File: src/rtl/audio_ctrl_pkg.sv
// Shared types and constants for the audio tone arbiter and its timing helpers.
// Holds the FSM state encoding, the tone/duration widths and the prescaler width helper.
package audio_ctrl_pkg;

    typedef enum logic [1:0] {IDLE, SETTLE, PLAY, GAP} state_t;

    localparam int TONE_W = 8;
    localparam int DUR_W  = 8;

    localparam logic [TONE_W-1:0] TONE_SILENT = '0;

    // Counter width able to hold 0..div-1, never narrower than one bit.
    function automatic int presc_width(input int div);
        return (div <= 2) ? 1 : $clog2(div);
    endfunction

endpackage

File: src/rtl/audio_tone_arbiter_if.sv
// Requester-side bundle of the audio tone arbiter: level requests, per-requester
// tone/duration slices, and the grant/done/busy responses.
interface audio_tone_arbiter_if
    import audio_ctrl_pkg::*;
#(
    parameter int NREQ = 4
) ();

    logic [NREQ-1:0]        req;
    logic [NREQ*TONE_W-1:0] tone_code;
    logic [NREQ*DUR_W-1:0]  dur_ticks;
    logic [NREQ-1:0]        grant;
    logic [NREQ-1:0]        done;
    logic                   busy;

    modport master (
        output req, tone_code, dur_ticks,
        input  grant, done, busy
    );

    modport slave (
        input  req, tone_code, dur_ticks,
        output grant, done, busy
    );

endinterface

File: src/rtl/audio_tone_arbiter_tick_prescaler.sv
// Free-running divider producing a one-cycle tick every TICK_DIV clocks;
// clr restarts the count so the next tick lands exactly TICK_DIV cycles later.
module tick_prescaler
    import audio_ctrl_pkg::*;
#(
    parameter int TICK_DIV = 50000
) (
    input  logic clk,
    input  logic reset,
    input  logic clr,
    output logic tick
);

    localparam int CW = presc_width(TICK_DIV);

    logic [CW-1:0] cnt_q, cnt_d;

    always_comb begin
        tick  = (cnt_q == CW'(TICK_DIV - 1));
        cnt_d = cnt_q + CW'(1);
        if (clr || tick) begin
            cnt_d = '0;
        end
    end

    always_ff @(posedge clk or negedge reset) begin
        if (!reset) begin
            cnt_q <= '0;
        end else begin
            cnt_q <= cnt_d;
        end
    end

endmodule

File: src/rtl/audio_tone_arbiter.sv
// Shares one tone mapper + codec between NREQ requesters: settle, play, gap sequencing.
// Define AUDIO_ARB_RR_EN for round-robin arbitration; default is fixed priority.
module audio_tone_arbiter
    import audio_ctrl_pkg::*;
#(
    parameter int NREQ         = 4,
    parameter int TICK_DIV     = 50000,
    parameter int SETTLE_TICKS = 2,
    parameter int GAP_TICKS    = 1
) (
    input  logic                  clk,
    input  logic                  reset,
    audio_tone_arbiter_if.slave   bus,
    output logic [TONE_W-1:0]     tone_code_out,
    output logic                  codec_en
);

    localparam int IW = $clog2(NREQ);

    state_t            state_q, state_d;
    logic [NREQ-1:0]   grant_q, grant_d;
    logic [TONE_W-1:0] code_q, code_d;
    logic [DUR_W-1:0]  dur_q, dur_d;
    logic [DUR_W-1:0]  tcnt_q, tcnt_d;
    logic [DUR_W-1:0]  tgt;
    logic              entry_q;
    logic              tick;
    logic              clr;
    logic              last_tick;
    logic              win_valid;
    logic [IW-1:0]     win_idx;
    logic [DUR_W-1:0]  win_dur;

    tick_prescaler #(.TICK_DIV(TICK_DIV)) u_presc (
        .clk   (clk),
        .reset (reset),
        .clr   (clr),
        .tick  (tick)
    );

`ifdef AUDIO_ARB_RR_EN
    logic [IW-1:0] last_q, last_d;

    // Search begins one past the last served index and wraps around.
    always_comb begin
        win_valid = 1'b0;
        win_idx   = '0;
        for (int k = 1; k <= NREQ; k++) begin
            if (!win_valid && bus.req[(int'(last_q) + k) % NREQ]) begin
                win_valid = 1'b1;
                win_idx   = IW'((int'(last_q) + k) % NREQ);
            end
        end
        last_d = (state_q == IDLE && win_valid) ? win_idx : last_q;
    end

    always_ff @(posedge clk or negedge reset) begin
        if (!reset) begin
            last_q <= IW'(NREQ - 1);
        end else begin
            last_q <= last_d;
        end
    end
`else
    always_comb begin
        win_valid = 1'b0;
        win_idx   = '0;
        for (int i = NREQ - 1; i >= 0; i--) begin
            if (bus.req[i]) begin
                win_valid = 1'b1;
                win_idx   = IW'(i);
            end
        end
    end
`endif

    always_comb begin
        win_dur = bus.dur_ticks[int'(win_idx)*DUR_W +: DUR_W];
        case (state_q)
            SETTLE:  tgt = DUR_W'(SETTLE_TICKS);
            PLAY:    tgt = dur_q;
            GAP:     tgt = DUR_W'(GAP_TICKS);
            default: tgt = DUR_W'(1);
        endcase
        last_tick = tick && (tcnt_q == tgt - DUR_W'(1));
    end

    always_comb begin
        state_d = state_q;
        grant_d = grant_q;
        code_d  = code_q;
        dur_d   = dur_q;
        tcnt_d  = tick ? tcnt_q + DUR_W'(1) : tcnt_q;
        case (state_q)
            IDLE: begin
                if (win_valid) begin
                    grant_d = {{(NREQ-1){1'b0}}, 1'b1} << win_idx;
                    code_d  = bus.tone_code[int'(win_idx)*TONE_W +: TONE_W];
                    dur_d   = win_dur;
                    state_d = (win_dur == '0) ? GAP : SETTLE;
                end
            end
            SETTLE: begin
                if ((bus.req & grant_q) == '0) begin
                    state_d = GAP;
                end else if (last_tick) begin
                    state_d = PLAY;
                end
            end
            PLAY: begin
                if ((bus.req & grant_q) == '0 || last_tick) begin
                    state_d = GAP;
                end
            end
            GAP: begin
                if (last_tick) begin
                    state_d = IDLE;
                    grant_d = '0;
                end
            end
            default: state_d = IDLE;
        endcase
        clr = (state_d != state_q);
        if (clr) begin
            tcnt_d = '0;
        end
    end

    always_ff @(posedge clk or negedge reset) begin
        if (!reset) begin
            state_q <= IDLE;
            grant_q <= '0;
            code_q  <= '0;
            dur_q   <= '0;
            tcnt_q  <= '0;
            entry_q <= 1'b0;
        end else begin
            state_q <= state_d;
            grant_q <= grant_d;
            code_q  <= code_d;
            dur_q   <= dur_d;
            tcnt_q  <= tcnt_d;
            entry_q <= clr;
        end
    end

    // Outputs decode straight from state so reset silences the codec at once.
    assign bus.grant     = grant_q;
    assign bus.busy      = (state_q != IDLE);
    assign bus.done      = (state_q == GAP && entry_q) ? grant_q : '0;
    assign codec_en      = (state_q == SETTLE) || (state_q == PLAY);
    assign tone_code_out = (state_q == PLAY) ? code_q : TONE_SILENT;

endmodule
File: src/flat_wrapper.sv
// flat-port wrapper written by rule: the top's interface ports become plain ports
module audio_tone_arbiter_flat import audio_ctrl_pkg::*;
#(
    parameter int NREQ         = 4,
    parameter int TICK_DIV     = 50000,
    parameter int SETTLE_TICKS = 2,
    parameter int GAP_TICKS    = 1
)
  (clk, reset, tone_code_out, codec_en, bus_req, bus_tone_code, bus_dur_ticks, bus_grant, bus_done, bus_busy);
  audio_tone_arbiter_if #(.NREQ(NREQ)) bus_i ();
  input  logic clk;
  input  logic reset;
  output logic [TONE_W-1:0] tone_code_out;
  output logic codec_en;
  input wire logic [$bits(bus_i.req)-1:0] bus_req;
  input wire logic [$bits(bus_i.tone_code)-1:0] bus_tone_code;
  input wire logic [$bits(bus_i.dur_ticks)-1:0] bus_dur_ticks;
  output wire logic [$bits(bus_i.grant)-1:0] bus_grant;
  output wire logic [$bits(bus_i.done)-1:0] bus_done;
  output wire logic [$bits(bus_i.busy)-1:0] bus_busy;
  assign bus_i.req = bus_req;
  assign bus_i.tone_code = bus_tone_code;
  assign bus_i.dur_ticks = bus_dur_ticks;
  assign bus_grant = bus_i.grant;
  assign bus_done = bus_i.done;
  assign bus_busy = bus_i.busy;
  audio_tone_arbiter #(.NREQ(NREQ), .TICK_DIV(TICK_DIV), .SETTLE_TICKS(SETTLE_TICKS), .GAP_TICKS(GAP_TICKS)) u_core (.clk(clk), .reset(reset), .bus(bus_i), .tone_code_out(tone_code_out), .codec_en(codec_en));
endmodule
File: config.mk
export PLATFORM = sky130hd
export DESIGN_NAME = audio_tone_arbiter_flat
export DESIGN_NICKNAME = d
export VERILOG_FILES = /design/src/rtl/audio_ctrl_pkg.sv /design/src/rtl/audio_tone_arbiter_if.sv /design/src/rtl/audio_tone_arbiter_tick_prescaler.sv /design/src/rtl/audio_tone_arbiter.sv /design/src/flat_wrapper.sv
export SDC_FILE = /design/constraint.sdc
export NUM_CORES = 1
export LEC_CHECK = 0
export ABC_AREA = 0
export CELL_PAD_IN_SITES_DETAIL_PLACEMENT = 1
export CELL_PAD_IN_SITES_GLOBAL_PLACEMENT = 1
export CORE_MARGIN = 2
export CORE_UTILIZATION = 41
export DETAILED_ROUTE_END_ITERATION = 10
export GPL_TIMING_DRIVEN = 1
export PLACE_DENSITY = 0.92
export SLEW_MARGIN = 25
export SYNTH_ARGS = -nofsm -noshare
export SYNTH_HDL_FRONTEND = slang
export SYNTH_SLANG_ARGS = --single-unit
File: constraint.sdc
create_clock -name clk -period 5.3 [get_ports clk]
set_input_delay 1.06 -clock clk [delete_from_list [all_inputs] [get_ports clk]]
set_output_delay 1.06 -clock clk [all_outputs]
set_load 0.005 [all_outputs]
# ---- After elaboration in Yosys (flattened, before gate mapping)
# Index checks and enable logic that the tools add are counted.
# Widths: inputs -> output; s select.
dict set report classes {
  addsub 3
  multipliers 0
  n_div 0
  order_cmp 0
  eq_ne 8
  n_shift 3
  n_mux 24
  bitwise_logic 1
  reduce_logical 13
}
# cell count
set op_table {}
lappend op_table {{$shiftx 32x6->8} 2}
lappend op_table {{$mux 8} 3}
lappend op_table {{$mux 2} 10}
lappend op_table {{$add 16x1->16 const B} 1}
lappend op_table {{$eq 16x16->1 const B} 1}
lappend op_table {{$mux 16} 1}
lappend op_table {{$pmux 8 s2} 1}
lappend op_table {{$mux 4} 3}
lappend op_table {{$add 8x1->8 const B} 1}
lappend op_table {{$eq 8x8->1} 1}
lappend op_table {{$logic_not 8->1} 1}
lappend op_table {{$pmux 2 s4} 1}
lappend op_table {{$pmux 4 s2} 1}
lappend op_table {{$sub 8x1->8 const B} 1}
lappend op_table {{$reduce_bool 2->1} 3}
lappend op_table {{$and 4x4->4} 1}
lappend op_table {{$eq 2x2->1 const B} 2}
lappend op_table {{$logic_not 4->1} 1}
lappend op_table {{$mux 1} 4}
lappend op_table {{$ne 2x1->1 const B} 2}
lappend op_table {{$shl 1x2->4 const A} 1}
lappend op_table {{$logic_or 1x1->1} 3}
lappend op_table {{$reduce_and 3->1} 1}
lappend op_table {{$eq 2x1->1 const B} 1}
lappend op_table {{4 further kinds} 5}
dict set report totals {
  regBits 47
  latchBits 0
  ramBits 0
  mem_bits_ro 0
  input_bits 70
  out_inout_bits 18
  wordCells 59
  n_memories 0
}

# ---- Logic depth before layout (Yosys ltp)
# Gate-level depths: netlist of run 1.
dict set report logic_depth {
  depth_word 12
  mapped_depth 14
  ltp_nobuf 13
}

# ---- Hierarchy
# A second synthesis of run 1 with hierarchy kept.
dict set report unflattened {
  cells_unflattened 388
  area_unflattened_um2 3392.0
}
# module n_inst cells_per_inst area_per_inst_um2 seq_area_each_um2
set by_module_without_submodules {}
lappend by_module_without_submodules {audio_tone_arbiter 1 308 2600.0 775.7}
lappend by_module_without_submodules {tick_prescaler 1 80 792.0 400.4}

# ---- Least setup slack after synthesis of run 1
# Ideal clock, no wire load.
dict set report synth_path {
  path_kind {register to register}
  startpoint {register u_core.state_q[0]}
  endpoint {register u_core.grant_q[0], in the netlist u_core.bus.grant[0]}
  setup_time_ps 125
  arrival_time_ps 3374
  required_time_ps 5175
  slack_ps 1801
  stages_incl_launch_ff 14
  path_buffers 1
  period_less_slack_ps 3499
  cell_sequence {dfrtp_1 > inv_1 > ha_1 > buf_2 > or2_1 > and2_1 > ha_1 > xnor2_1 > xnor2_4 > o2111ai_4 > nor4_4 > nand3_2 > a221o_2 > mux2_4}
}
dict set report synth_via {
  elab_chain_cells 7
  word_cells_on_any_way 13
  cone_classes {1 x add/sub; 6 x eq/ne; 2 x mux; 4 x reduce/logical}
}
# element line
set synth_lines {}
lappend synth_lines {{start: declaration} audio_tone_arbiter.sv:20} ;# state_t state_q, state_d;
lappend synth_lines {{start signal: assignment} audio_tone_arbiter.sv:138} ;# state_q <= state_d;
lappend synth_lines {{$eq 2x2->1 / $eq 2x1->1 (equally long branches)} audio_tone_arbiter.sv:79} ;# case (state_q)
lappend synth_lines {{$pmux 8 s2} audio_tone_arbiter.sv:79}
lappend synth_lines {{$sub 8x1->8} audio_tone_arbiter.sv:85} ;# last_tick = tick && (tcnt_q == tgt - DUR_W'(1));
lappend synth_lines {{$eq 8x8->1} audio_tone_arbiter.sv:85}
lappend synth_lines {{$logic_and 1x1->1} audio_tone_arbiter.sv:85}
lappend synth_lines {{$ne 2x1->1 (no line)} -}
lappend synth_lines {{$reduce_and 3->1 (no line)} -}
lappend synth_lines {{end signal: assignment} audio_tone_arbiter.sv:139} ;# grant_q <= grant_d;
lappend synth_lines {{end: declaration} audio_tone_arbiter.sv:21} ;# logic [NREQ-1:0] grant_q, grant_d;
# Parallel ways exist; a longest one is shown, timed or not.
# A chain may end at the register's enable or synchronous reset.

# ---- Worst setup path in the final report of run 1
dict set report layout_path {
  startpoint {input bus_req[1]}
  endpoint {register u_core.u_presc.cnt_q[9]}
}
dict set report layout_via {
  elab_chain_cells 10
  word_cells_on_any_way 17
  cone_classes {1 x eq/ne; 1 x shift; 10 x mux; 1 x bitwise; 4 x reduce/logical}
}
# element line
set layout_lines {}
lappend layout_lines {{start: declaration} flat_wrapper.sv:15} ;# input wire logic [$bits(bus_i.req)-1:0] bus_req;
lappend layout_lines {{$mux 2 (2 in series)} audio_tone_arbiter.sv:69} ;# if (bus.req[i]) begin
lappend layout_lines {{$shiftx 32x6->8} audio_tone_arbiter.sv:78} ;# win_dur = bus.dur_ticks[int'(win_idx)*DUR_W +: DUR_W];
lappend layout_lines {{$logic_not 8->1} audio_tone_arbiter.sv:100} ;# state_d = (win_dur == '0) ? GAP : SETTLE;
lappend layout_lines {{$mux 2} audio_tone_arbiter.sv:100}
lappend layout_lines {{$mux 2} audio_tone_arbiter.sv:96} ;# if (win_valid) begin
lappend layout_lines {{$pmux 2 s4 *} audio_tone_arbiter.sv:94} ;# case (state_q)
lappend layout_lines {{$ne 2x2->1 *} audio_tone_arbiter.sv:123} ;# clr = (state_d != state_q);
lappend layout_lines {{$logic_or 1x1->1 *} audio_tone_arbiter_tick_prescaler.sv:21} ;# if (clr || tick) begin
lappend layout_lines {{$mux 16 *} audio_tone_arbiter_tick_prescaler.sv:21}
lappend layout_lines {{via u_core.u_presc.cnt_d[9]} audio_tone_arbiter_tick_prescaler.sv:16} ;# logic [CW-1:0] cnt_q, cnt_d;
lappend layout_lines {{end signal: assignment} audio_tone_arbiter_tick_prescaler.sv:30} ;# cnt_q <= cnt_d;
lappend layout_lines {{end: declaration} audio_tone_arbiter_tick_prescaler.sv:16}
# The timed path passes the listed nets; every way through them passes the cells marked *.

==> results of run 1 <==
==> cells in the mapped netlist (all sizes together), types with 5 or more instances <==
master / count
dfrtp: 47
nand2: 45
a211oi: 26
a21oi: 22
buf: 19
nand3: 18
nor2: 17
xor2: 16
and3: 13
a21o: 12
xnor2: 12
and2: 11
inv: 11
a222oi: 10
ha: 9
nor3: 9
o21ai: 9
clkbuf: 8
mux2: 6
nand3b: 5
nand4: 5
nor2b: 5
==> kinds of logic after synthesis <==
group | count (synthesis) | synth area share (%)
xor+xnor | 28 | 7.30
mux | 10 | 3.09
buf+inv | 39 | 6.16
fa+ha+maj | 9 | 3.03
compound gates | 117 | 26.6
flops | 47 | 31.6
simple gates | 149 | 22.2
==> per-stage QoR <==
step | utilization [%] | instances
2_1_floorplan | - | 399
4_1_cts | 53.3 | 580
5_1_grt | 53.3 | 580
6_report | 53.3 | 580
3_5_place_dp | 52.3 | 572
3_3_place_gp | 52.3 | 572
==> worst max path at each step <==
stage,end,slack [ns],cells after the start
6_report,u_core.u_presc.cnt_q[9]$_DFF_PN0_,0.88,9
5_1_grt,u_core.u_presc.cnt_q[9]$_DFF_PN0_,0.75,9
4_1_cts,u_core.u_presc.cnt_q[10]$_DFF_PN0_,0.92,9
3_5_place_dp,u_core.u_presc.cnt_q[10]$_DFF_PN0_,0.59,9
3_3_place_gp,u_core.tcnt_q[0]$_DFFE_PN0P_,0.86,9
2_1_floorplan,u_core.bus.grant[0]$_DFFE_PN0P_,1.80,13
==> report_power, final <==
part / internal, W / leakage, nW / switching [W]
registers: 0.000451 / 0.617 / 0.000108
logic: 0.000514 / 1.22 / 0.000770
clock network: 0.0000925 / 0.0412 / 0.000129
==> state kept, by name, indices dropped and copies added, names as in the netlist <==
name	flops
u_core.u_presc.cnt_q	16
u_core.code_q	8
u_core.state_q	2
u_core.bus.grant	4
u_core.entry_q	1
u_core.dur_q	8
u_core.tcnt_q	8
==> final cells by class <==
class / count / area [µm²]
clock buffers: 6 / 72.6
clock inverters: 2 / 12.5
fillers: 1016 / 4090
inverters: 11 / 41.3
multi-input cells: 313 / 2320
flip-flops and latches: 47 / 1180
well taps: 108 / 135
repair buffers: 93 / 913
==> metal layers <==
layer / vias up / track usage (%) / share of wire, %
met4: 0 / 6.74 / 1.7
met3: 20 / 3.44 / 3.6
met5: - / 0 / 0
met2: 87 / 43.1 / 52
met1: 1755 / 31.5 / 42
li1: 1629 / - / -
==> cells in the final DEF (no fill, tap or decap), types with 7 or more instances in the layout <==
master	count
clkdlybuf4s50_1	86
nor2_1	16
o21ai_0	7
ha_1	9
inv_1	9
a211oi_1	7
nand3_1	17
nand2_1	45
and3_1	11
xnor2_1	11
buf_4	7
dfrtp_1	47
and2_1	10
xor2_1	15
a21o_1	12
a211oi_2	19
a222oi_1	10
nor3_1	9
a21oi_1	22
==> impl_metrics.csv, run 1 <==
group,metric,value,unit
timing,finalSetupTns,0,ns
setup_path,path_class,"in -> reg",
floorplan,ios,88,
clocking,cts_tree,"yes",
logic_synthesis,netlist_area,3720,µm²
grt,grtUsageTotal,24.5,%
cells_and_area,fin_nets,550,
logic_synthesis,syn-mean-instance-area,9.32,µm²
logic_synthesis,synth.distinct_cells,74,
setup_path,worstRegToRegCells,13,
floorplan,core_area,8760,µm²
setup_path,arrival,4.58,ns
grt,antenna_found_initial,0,
setup_path,startpoint,"bus_req[1]",
routing,post_drt_wl_per_cell,20.5,µm
setup_path,rrSetupSlack,1.06,ns
setup_path,slowest_stage,"clkdlybuf4s50_1",
min_path,hp-class,"reg -> reg",
timing,relSlewSlack,45.7,%
placed_design,post-place-ws,0.594,ns
placed_design,gp_congestion,0.826,
floorplan,die-area,9850,µm²
logic_synthesis,yosysTopAreaCellShare,31.6,%
clocking,clk_pin_slew_worst_paths,0.09,ns
clocking,cts_buffers,5,
floorplan,fp.dieH,99.3,µm
job,maxCapViolations,0,
power_and_ir_drop,power.leakage,1.87,nW
min_path,min-delay-start,"u_core.code_q[2]$_DFFE_PN0P_",
setup_path,reg2reg_to,"u_core.tcnt_q[1]$_DFFE_PN0P_",
clocking,postCtsHoldBufs,0,
placed_design,hpwlAfterDp,9.11,mm
logic_synthesis,ys_warn_count,0,
logic_synthesis,synth_seq_area_share,31.6,%
setup_path,max_stage_delay,0.81,ns
routing,drtIter0Drc,272,
routing,final_antenna_net_count,0,
power_and_ir_drop,peakVddDrop,0.188,mV
placed_design,numPortBuffers,87,
setup_path,crit_chain,"clkdlybuf4s50_1, nor2b_1, a222oi_1, nand3_1, or4_1, o21a_1, o211ai_4, buf_4, a211oi_2",
timing,fin_ws,0.883,ns
routing,firstDrtPassIters,4,
logic_synthesis,synth_top_flop_cell,"dfrtp_1",
grt,grt_pass1_vias,3805,
min_path,hold_path_end,"u_core.code_q[2]$_DFFE_PN0P_",
setup_path,crit_family,"compound AO/OA/AOI/OAI gates",
timing,period_minus_slack,4.42,ns
timing,grt_setup_unrepaired,"no",
timing,setup_viol,0,
logic_synthesis,syn_nets,478,
clocking,clk_latency,0.31,ns
clocking,post_cts.repair.setup_buffers,0,
timing,fmax,0.226,GHz
outcome,status,"complete, no violations",
setup_path,crit_path_end_kind,"flip-flop",
setup_path,cp.buffers_inverters,2,
timing,worst_pin_slew,0.813,ns
logic_synthesis,async_flop_share,100,%
routing,finalWirelength,11.9,mm
routing,drc,0,
logic_synthesis,synth_edf_count,0,
timing,drv_slew,0,
routing,vias,3491,
grt,grt-ovfl-total,0,
clocking,ctsHtreeMaxLevel,2,
power_and_ir_drop,power_density,442,nW/µm²
cells_and_area,area_growth,25.6,%
logic_synthesis,yosys.area.top_type,"dfrtp_1",
clocking,cts_resized,0,
setup_path,r2r-start,"u_core.state_q[1]$_DFF_PN0_",
logic_synthesis,synthTopCellsByArea,"dfrtp_1 32%, a211oi_2 6.4%, nand2_1 4.5%, xor2_1 3.5%, ha_1 3.0%",
min_path,holdPathStages,1,
grt,grt_max_degree,48,
logic_synthesis,synth_cells,399,
cells_and_area,layout-drive-gt1-share,12.7,%
grt,grt_pass1_wl,19.5,mm
cells_and_area,fin_area,4670,µm²
setup_path,critical_path.startpoint_type,"input port",
timing,clock_skew,0.00898,ns
clocking,clock_path_buffers,2,
power_and_ir_drop,power,0.00206,W
floorplan,die_width,99.3,µm
logic_synthesis,ys_ff_latch,47,
floorplan,start_util,42.4,%
setup_path,crit_fanout,22,
placed_design,placed_area,4590,µm²
timing,final_hold_viol_count,0,
cells_and_area,antennaDiodeCount,0,
floorplan,rows,34,
clocking,cts.sinks,47,
setup_path,required,5.46,ns
routing,vias_per_cell,6.02,
clocking,cts-root-buf,"clkbuf_8",
timing,whs,0.478,ns
timing,period_share,83.3,%
No activity file was read; power rests on OpenSTA's default activity.
==> run 2: changes to the inputs <==
--- a/config.mk
+++ b/config.mk
@@ -9,10 +9,10 @@
 export CELL_PAD_IN_SITES_DETAIL_PLACEMENT = 1
 export CELL_PAD_IN_SITES_GLOBAL_PLACEMENT = 1
 export CORE_MARGIN = 2
-export CORE_UTILIZATION = 41
+export CORE_UTILIZATION = 38
 export DETAILED_ROUTE_END_ITERATION = 10
 export GPL_TIMING_DRIVEN = 1
-export PLACE_DENSITY = 0.92
+export PLACE_DENSITY = 0.87
 export SLEW_MARGIN = 25
 export SYNTH_ARGS = -nofsm -noshare
 export SYNTH_HDL_FRONTEND = slang
==> constraint.sdc (replaced) <==
create_clock -name clk -period 4.3 [get_ports clk]
set_input_delay 0.86 -clock clk [delete_from_list [all_inputs] [get_ports clk]]
set_output_delay 0.86 -clock clk [all_outputs]
set_load 0.005 [all_outputs]
==> run 2 against run 1 <==
  * Worst setup slack lost 0.42 ns
  * Core utilization decreased by 3.6 points
  * Design area up 2.7%
  * Sequential power up 22%
  * Critical endpoint is now u_core.bus.grant[1]$_DFFE_PN0P_
  * Largest cell class unchanged
==> impl_metrics.csv, run 2 (same netlist as run 1, synthesis figures left out) <==
group,metric,value,unit
setup_path,r2r-start,"u_core.state_q[0]$_DFF_PN0_",
power_and_ir_drop,peakVddDrop,0.266,mV
placed_design,numPortBuffers,87,
power_and_ir_drop,power_density,549,nW/µm²
timing,whs,0.482,ns
cells_and_area,area_growth,28.9,%
routing,dr_wl_met3,309,µm
setup_path,reg2reg_to,"u_core.bus.grant[1]$_DFFE_PN0P_",
setup_path,rrSetupSlack,0.46,ns
timing,setup_viol,0,
routing,top_layer,"met4",
routing,vias,3493,
cells_and_area,antennaDiodeCount,0,
cells_and_area,n_fill_cell,1142,
min_path,hold_path_end,"u_core.code_q[5]$_DFFE_PN0P_",
cells_and_area,register_area,1180,µm²
routing,drc,0,
clocking,postCtsHoldBufs,0,
cells_and_area,final_util,49.8,%
grt,grt_max_degree,48,
power_and_ir_drop,power.leakage,1.93,nW
clocking,cts_buffers,5,
setup_path,crit_path_end_kind,"flip-flop",
grt,grt-ovfl-total,0,
floorplan,core_area,9640,µm²
grt,grtUsageTotal,24.0,%
clocking,clock_path_buffers,2,
placed_design,gp_congestion,0.860,
routing,dr_wl_met2,6.35,mm
floorplan,rows,36,
cells_and_area,layout_common_cells,"86 x clkdlybuf4s50_1, 47 x dfrtp_1, 45 x nand2_1",
setup_path,cp.buffers_inverters,2,
routing,post_drt_wl_per_cell,19.2,µm
timing,relSlewSlack,44.6,%
cells_and_area,top_register,"u_core.u_presc.cnt_q",
job,maxCapViolations,0,
timing,final_hold_viol_count,0,
timing,fmax,0.260,GHz
setup_path,arrival,4.05,ns
setup_path,critical_path.startpoint_type,"flip-flop",
clocking,clk_pin_slew_worst_paths,0.09,ns
timing,period_share,89.3,%
min_path,hp-class,"reg -> reg",
routing,finalWirelength,11.8,mm
cells_and_area,fin_nets,558,
clocking,cts_resized,0,
cells_and_area,final_common_cell,"clkdlybuf4s50_1",
timing,worst_pin_slew,0.829,ns
clocking,cts.sinks,47,
floorplan,die_width,103,µm
cells_and_area,largest_reg_flops,16,
timing,finalSetupTns,0,ns
clocking,post_cts.repair.setup_buffers,0,
cells_and_area,multi_input_area,2320,µm²
setup_path,crit_family,"compound AO/OA/AOI/OAI gates",
cells_and_area,layout-drive-gt1-share,14.4,%
setup_path,max_stage_delay,0.51,ns
timing,drv_slew,0,
grt,grt_pass1_wl,19.8,mm
routing,final_antenna_net_count,0,
setup_path,required,4.51,ns
setup_path,slowest_stage,"a221o_2",
floorplan,die-area,10600,µm²
min_path,holdPathStages,1,
setup_path,path_class,"reg -> reg",
timing,clock_skew,0.00508,ns
routing,vias_per_cell,5.70,
grt,antenna_found_initial,0,
timing,period_minus_slack,3.84,ns
routing,firstDrtPassIters,5,
grt,grt_pass1_vias,3880,
placed_design,hpwlAfterDp,8.97,mm
timing,grt_setup_unrepaired,"no",
setup_path,crit_chain,"inv_1, ha_1, a21o_1, and2_4, inv_1, ha_1, xnor2_1, xnor2_4, o2111ai_4, nor4_4, nand3_2, a221o_2, mux2_4",
cells_and_area,final_cells,613,
floorplan,fp.dieH,103,µm
floorplan,start_util,38.6,%
outcome,status,"complete, no violations",
clocking,cts_tree,"yes",
floorplan,ios,88,
routing,drt-met1-wl,4.90,mm
clocking,cts-root-buf,"clkbuf_8",
setup_path,worstRegToRegCells,13,
clocking,clk_latency,0.31,ns
routing,drtIter0Drc,147,
clocking,ctsHtreeMaxLevel,2,
setup_path,crit_fanout,10,
placed_design,dp.cells,605,
min_path,min-delay-start,"u_core.code_q[5]$_DFFE_PN0P_",
## run 2: cell types whose count changed in the layout (fill, tap and decap cells not counted), sizes merged
cell,change
buf,+8
bufinv,+1
clkinvlp,-1
## run 2: how the worst max path moves through the flow
stage	to	cells after the start	slack, ns	start
after floorplan	u_core.bus.grant[0]$_DFFE_PN0P_	13	0.80	u_core.state_q[0]$_DFF_PN0_
after global placement	u_core.tcnt_q[7]$_DFFE_PN0P_	9	0.44	bus_req[0]
after detailed placement	u_core.tcnt_q[7]$_DFFE_PN0P_	9	0.30	bus_req[0]
after CTS	u_core.bus.grant[1]$_DFFE_PN0P_	13	0.43	u_core.state_q[0]$_DFF_PN0_
after global routing	u_core.bus.grant[1]$_DFFE_PN0P_	13	0.25	u_core.state_q[0]$_DFF_PN0_
final	u_core.bus.grant[1]$_DFFE_PN0P_	13	0.46	u_core.state_q[0]$_DFF_PN0_
## run 2: report_power, final
part | total, W | switching, W | internal [W]
Clock | 0.000353 | 0.000165 | 0.000188
Sequential | 0.000681 | 0.000125 | 0.000556
Combinational | 0.00160 | 0.000937 | 0.000663
## run 2: metrics by stage
stage               cell area (µm²)  total power (W)  worst slack, ns
finish                         4800          0.00263            0.461
global route                   4800          0.00282            0.248
CTS                            4800          0.00266            0.426
detailed placement             4680          0.00229            0.298
global placement               4680          0.00221            0.437
floorplan                      3720          0.00182            0.801
## run 2: layout make-up
type	instances	area share [%]
well taps	133	3.47
inverters	11	0.861
clock inverters	2	0.730
flip-flops and latches	47	24.5
multi-input cells	313	48.4
repair buffers	101	20.3
clock buffers	6	1.72
## run 2: metal layers
metal  track usage (%)  vias to the layer above
met4              7.09                        0
met3              3.19                       18
li1                  -                     1646
met1              28.5                     1768
met5                 0                        -
met2              44.7                       61
